`src/rtl/ram_loader.sv`:
```
// Program loader: streams bytes from a valid/ready source into a RAM, then
// reads the RAM back and compares additive checksums of written vs read data.
module ram_loader #(
  parameter int ADDR_W    = 4,
  parameter int DATA_W    = 8,
  parameter int WR_CYCLES = 1
) (
  input  logic              clk,
  input  logic              rst,
  input  logic              start,
  input  logic              abort,
  input  logic [ADDR_W:0]   prg_len,
  input  logic [DATA_W-1:0] byte_in,
  input  logic              byte_valid,
  output logic              byte_ready,
  output logic              prg_mode,
  output logic [ADDR_W-1:0] address,
  output logic [DATA_W-1:0] prg_data,
  output logic              wr_en,
  output logic              re_en,
  input  logic [DATA_W-1:0] bus_in,
  output logic              busy,
  output logic              done,
  output logic              pass,
  output logic [2:0]        dbg_state
);

  // Source handshake: a byte moves on a rising edge where byte_valid and
  // byte_ready are both high; byte_ready is only ever high in LOAD.
  typedef enum logic [2:0] {IDLE, LOAD, WRITE, RADDR, RSAMPLE, DONE} state_t;

  localparam logic [ADDR_W:0] DEPTH = (ADDR_W+1)'(1 << ADDR_W);

  state_t              state_q;
  logic [ADDR_W-1:0]   last_q;
  logic [ADDR_W-1:0]   address_q;
  logic [DATA_W-1:0]   prg_data_q;
  logic [DATA_W-1:0]   wsum_q;
  logic [DATA_W-1:0]   rsum_q;
  logic [3:0]          wcnt_q;
  logic                byte_ready_q;
  logic                prg_mode_q;
  logic                wr_en_q;
  logic                re_en_q;
  logic                done_q;
  logic                pass_q;
  logic [ADDR_W-1:0]   last_d;

  // Zero or oversized lengths load the whole RAM.
  always_comb begin
    last_d = '1;
    if (prg_len != '0 && prg_len <= DEPTH) last_d = ADDR_W'(prg_len - 1'b1);
  end

  always_ff @(posedge clk) begin
    if (rst) begin
      state_q      <= IDLE;
      last_q       <= '0;
      address_q    <= '0;
      prg_data_q   <= '0;
      wsum_q       <= '0;
      rsum_q       <= '0;
      wcnt_q       <= '0;
      byte_ready_q <= 1'b0;
      prg_mode_q   <= 1'b0;
      wr_en_q      <= 1'b0;
      re_en_q      <= 1'b0;
      done_q       <= 1'b0;
      pass_q       <= 1'b0;
    end else if (abort) begin
      state_q      <= IDLE;
      wcnt_q       <= '0;
      byte_ready_q <= 1'b0;
      prg_mode_q   <= 1'b0;
      wr_en_q      <= 1'b0;
      re_en_q      <= 1'b0;
      done_q       <= 1'b0;
      pass_q       <= 1'b0;
    end else begin
      case (state_q)
        IDLE: begin
          done_q <= 1'b0;
          if (start) begin
            state_q      <= LOAD;
            last_q       <= last_d;
            address_q    <= '0;
            wsum_q       <= '0;
            rsum_q       <= '0;
            pass_q       <= 1'b0;
            prg_mode_q   <= 1'b1;
            byte_ready_q <= 1'b1;
          end
        end
        LOAD: begin
          if (byte_valid && byte_ready_q) begin
            prg_data_q   <= byte_in;
            wsum_q       <= wsum_q + byte_in;
            byte_ready_q <= 1'b0;
            wr_en_q      <= 1'b1;
            wcnt_q       <= '0;
            state_q      <= WRITE;
          end
        end
        WRITE: begin
          if (wcnt_q == 4'(WR_CYCLES - 1)) begin
            wr_en_q <= 1'b0;
            if (address_q == last_q) begin
              // Read enable rises as write enable falls, so they never overlap.
              address_q  <= '0;
              prg_mode_q <= 1'b0;
              re_en_q    <= 1'b1;
              state_q    <= RADDR;
            end else begin
              address_q    <= address_q + 1'b1;
              byte_ready_q <= 1'b1;
              state_q      <= LOAD;
            end
          end else begin
            wcnt_q <= wcnt_q + 1'b1;
          end
        end
        RADDR: state_q <= RSAMPLE;
        RSAMPLE: begin
          rsum_q <= rsum_q + bus_in;
          if (address_q == last_q) begin
            re_en_q <= 1'b0;
            done_q  <= 1'b1;
            state_q <= DONE;
          end else begin
            address_q <= address_q + 1'b1;
            state_q   <= RADDR;
          end
        end
        DONE: begin
          done_q  <= 1'b0;
          pass_q  <= (rsum_q == wsum_q);
          state_q <= IDLE;
        end
        default: state_q <= IDLE;
      endcase
    end
  end

  assign byte_ready = byte_ready_q;
  assign prg_mode   = prg_mode_q;
  assign address    = address_q;
  assign prg_data   = prg_data_q;
  assign wr_en      = wr_en_q;
  assign re_en      = re_en_q;
  assign busy       = (state_q != IDLE);
  assign done       = done_q;
  assign pass       = pass_q;
  assign dbg_state  = state_q;

endmodule

```
`config.mk`:
```
export PLATFORM = sky130hd
export DESIGN_NAME = ram_loader
export DESIGN_NICKNAME = d
export VERILOG_FILES = /design/src/rtl/ram_loader.sv
export SDC_FILE = /design/constraint.sdc
export NUM_CORES = 1
export LEC_CHECK = 0
export ABC_AREA = 1
export ABC_CLOCK_PERIOD_IN_PS = 2400
export CAP_MARGIN = 20
export CELL_PAD_IN_SITES_DETAIL_PLACEMENT = 2
export CELL_PAD_IN_SITES_GLOBAL_PLACEMENT = 2
export CORE_ASPECT_RATIO = 0.5
export CORE_MARGIN = 3
export CORE_UTILIZATION = 30
export DETAILED_ROUTE_END_ITERATION = 7
export PLACE_DENSITY = 0.89
export SLEW_MARGIN = 10
export SYNTH_ARGS = -nofsm -noshare
export SYNTH_HDL_FRONTEND = slang
export SYNTH_SLANG_ARGS = --single-unit
```
`constraint.sdc`:
```
create_clock -name clk -period 2.4 [get_ports clk]
set_input_delay 0.48 -clock clk [delete_from_list [all_inputs] [get_ports clk]]
set_output_delay 0.48 -clock clk [all_outputs]
set_load 0.05 [all_outputs]
```
==> results of run 1 <==
## cells in the final DEF (no fill, tap or decap), drive strengths merged
| master | count |
|---|---|
| nor3b | 1 |
| a21oi | 51 |
| o21ai | 19 |
| nand3b | 4 |
| ha | 18 |
| clkdlybuf4s50 | 46 |
| nand4 | 2 |
| and2 | 1 |
| nor3 | 3 |
| clkbuf | 6 |
| o211ai | 1 |
| a21o | 1 |
| inv | 58 |
| buf | 4 |
| nand2 | 110 |
| fa | 2 |
| dfxtp | 45 |
| clkinv | 2 |
| xor2 | 9 |
| or2 | 2 |
| nand3 | 37 |
| nor2 | 26 |
| xnor2 | 7 |
## how the worst max path moves through the flow
stage / startpoint / slack, ns / to / cells past startpoint
3_3_place_gp: byte_in[0] / 0.16 / wsum_q[4] / 8
6_report: dbg_state[1] / 0.16 / dbg_state[1] / 1
3_5_place_dp: byte_in[0] / 0.10 / wsum_q[4] / 8
2_1_floorplan: dbg_state[2] / 0.59 / address[3] / 10
4_1_cts: dbg_state[1] / 0.17 / dbg_state[1] / 1
5_1_grt: dbg_state[1] / 0.12 / dbg_state[1] / 1
## sequential cells by signal (all words and copies together), names as in the netlist, 3 cells and up
register	cells
wcnt_q	4
last_q	4
address	4
dbg_state	3
prg_data	8
rsum_q	8
wsum_q	8
## area by class of cell
type / instances / area share
clock buffers: 6 / 0.0389
flip-flops and latches: 45 / 0.252
inverters: 58 / 0.0609
repair buffers: 50 / 0.137
clock inverters: 2 / 0.00385
well taps: 117 / 0.0410
multi-input cells: 294 / 0.466
## per-layer routing
| metal | GRT usage | vias to the layer above | wire (um) |
|---|---|---|---|
| li1 | - | 1398 | - |
| met1 | 0.242 | 1433 | 4460 |
| met2 | 0.396 | 54 | 5490 |
| met3 | 0.0379 | 21 | 328 |
| met4 | 0.0632 | 0 | 214 |
| met5 | 0 | - | 0 |
## synth_stat cells
cell	number
nand4_1	2
a21o_1	1
a21oi_2	8
buf_1	1
nor2_2	2
inv_1	52
xnor2_1	7
nand3_2	7
or2_2	2
nand2_2	2
inv_2	6
nand2_4	1
ha_1	18
nand3_1	30
dfxtp_1	45
nor3_4	1
nor2_1	21
o21ai_0	12
a21oi_1	43
nand3b_1	4
nor3b_1	1
o211ai_1	1
nor2_4	3
nor3_1	2
fa_1	2
nand2_1	107
buf_6	2
xor2_1	9
o21ai_1	7
and2_1	1
clkbuf_1	2
## report_power, final
| group | internal (W) | switching (W) |
|---|---|---|
| sequential | 0.000759 | 0.0000142 |
| clock | 0.000416 | 0.000332 |
| combinational | 0.000101 | 0.000174 |
## through the flow
stage | instance area (um^2) | std cells | hold WS [ns]
final | 3570 | 572 | 0.484
after global routing | 3570 | 572 | 0.519
after detailed placement | 3420 | 564 | 0.476
after CTS | 3570 | 572 | 0.487
after global placement | 3420 | 564 | 0.458
after floorplan | 2820 | 402 | 0.443
## kinds of logic (layout without fill, tap and decap cells)
group	after synthesis	after routing
buffers and inverters	63	116
XOR/XNOR	16	16
AND/OR/NAND/NOR	186	186
AO/OA/AOI/OAI	72	72
flip-flops	45	45
adder cells (fa/ha/maj)	20	20
==> impl_metrics.ini, run 1 <==
[synth]
synth_cell_types = 31
yosysTopAreaCell = dfxtp_1
syn_area_um2 = 2820
ys_seq_elements = 45
ys_seq_area_frac = 0.320
synthSimpleGateAreaFrac = 0.307
synth_mux_area_frac = 0
syn-num-nets = 448
synth_area_leaders = dfxtp_1, nand2_1, ha_1
synthAdderAreaFrac = 0.0941
synth_cells = 402
synth_compound_area_frac = 0.140
synth-xor-area-share = 0.0497
synth_top_area_frac = 0.320
avgSynthCellArea_um2 = 7.01
synth_top_family_by_area = simple AND/OR/NAND/NOR gates
synth_warnings = 0

[setup_path]
setup.worst_path.start_class = flop
worstPathArrival_ns = 1.76
cp_max_fo = 8
critPathSlowestCell = clkdlybuf4s50_1
end_kind = primary output
cp_num_buf_inv = 1
ff2ff_setup_slack_ns = 0.57
path_class = reg -> out
worstReg2RegEnd = address[3]
cp_slowest_stage_delay_ns = 0.89
crit_chain = clkdlybuf4s50_1
rr_worst_depth = 9
regToRegStartpoint = address[0]
crit_family = buffers and inverters
cp.required_ns = 1.92

[pwr]
ir_drop_uv = 217
pwr_density_cell_nw_per_um2 = 503
p_leak_nw = 1.60
p_total_w = 0.00180

[cts]
clkTransAtPathRegs_ns = 0.07
cts.sinks = 45
cts_inserted_buffers = 5
clock_path_buffers = 2
post_cts_resized = 0
postCtsHoldBufs = 0
cts_tree = built
clk_root_buffer_cell = clkbuf_16
postCtsSetupRepairBufs = 0
insertion_delay_ns = 0.29
h-tree-depth = 2

[die]
die_area_um2 = 10700
die_w_um = 143
die_height_um = 74.5
num_rows = 24
start_util = 0.316
io_pins = 48
core-area_um2 = 8920

[sta]
worst_slew_pin_slew_ns = 0.526
fin_crit_ns = 2.24
fmax_mhz = 447
rsz0062_at_grt = false
min_period_over_period = 0.932
slew_viol_final = 0
hold_viol = 0
timing.final.ws_setup_ns = 0.164
slew_headroom = 0.648
setup_viol = 0
fin_worst_skew_ns = 0.00465
fin_tns_setup_ns = 0

[routing]
first_pass_iters = 4
wl_per_cell_um = 18.3
first_iter_violations = 158
num_vias = 2906
ant_nets = 0
finalWirelength_mm = 10.5
vias_per_cell = 5.08
drc = 0

[hold_path]
hold_path_class = reg -> reg
hold_start = last_q[2]
min_to = last_q[2]
whs_path_depth = 2

[grt]
grt_first_pass_wirelength_mm = 17.3
track_usage = 0.208
overflow = 0
grt_max_degree = 25
antenna_found_initial = 0
grt_pass1_vias = 3320

[flow_run]
drv_cap = 0

[placed_design]
port_buffers = 47
place_hpwl_mm = 7.29
pre_cts_ws_ns = 0.105
place.gp.congestion = 0.787

[layout]
nFillCells = 1067
syn_to_final_growth_pct = 26.8
antenna_cells = 0
ff_latch_area_um2 = 901
fin_util = 0.401
drive_gt1_frac = 0.0967
nNetsFinal = 500
multi_input_area_um2 = 1670

[outcome]
run_status = finished, final reports clean
Note: power is estimated with default switching activity, not from simulation.
==> run 2: changes to the inputs <==
SETUP_SLACK_MARGIN = 0.1   (was default)
==> results of run 2 <==
Final layout, timing and power as in run 1 (identical DEF).
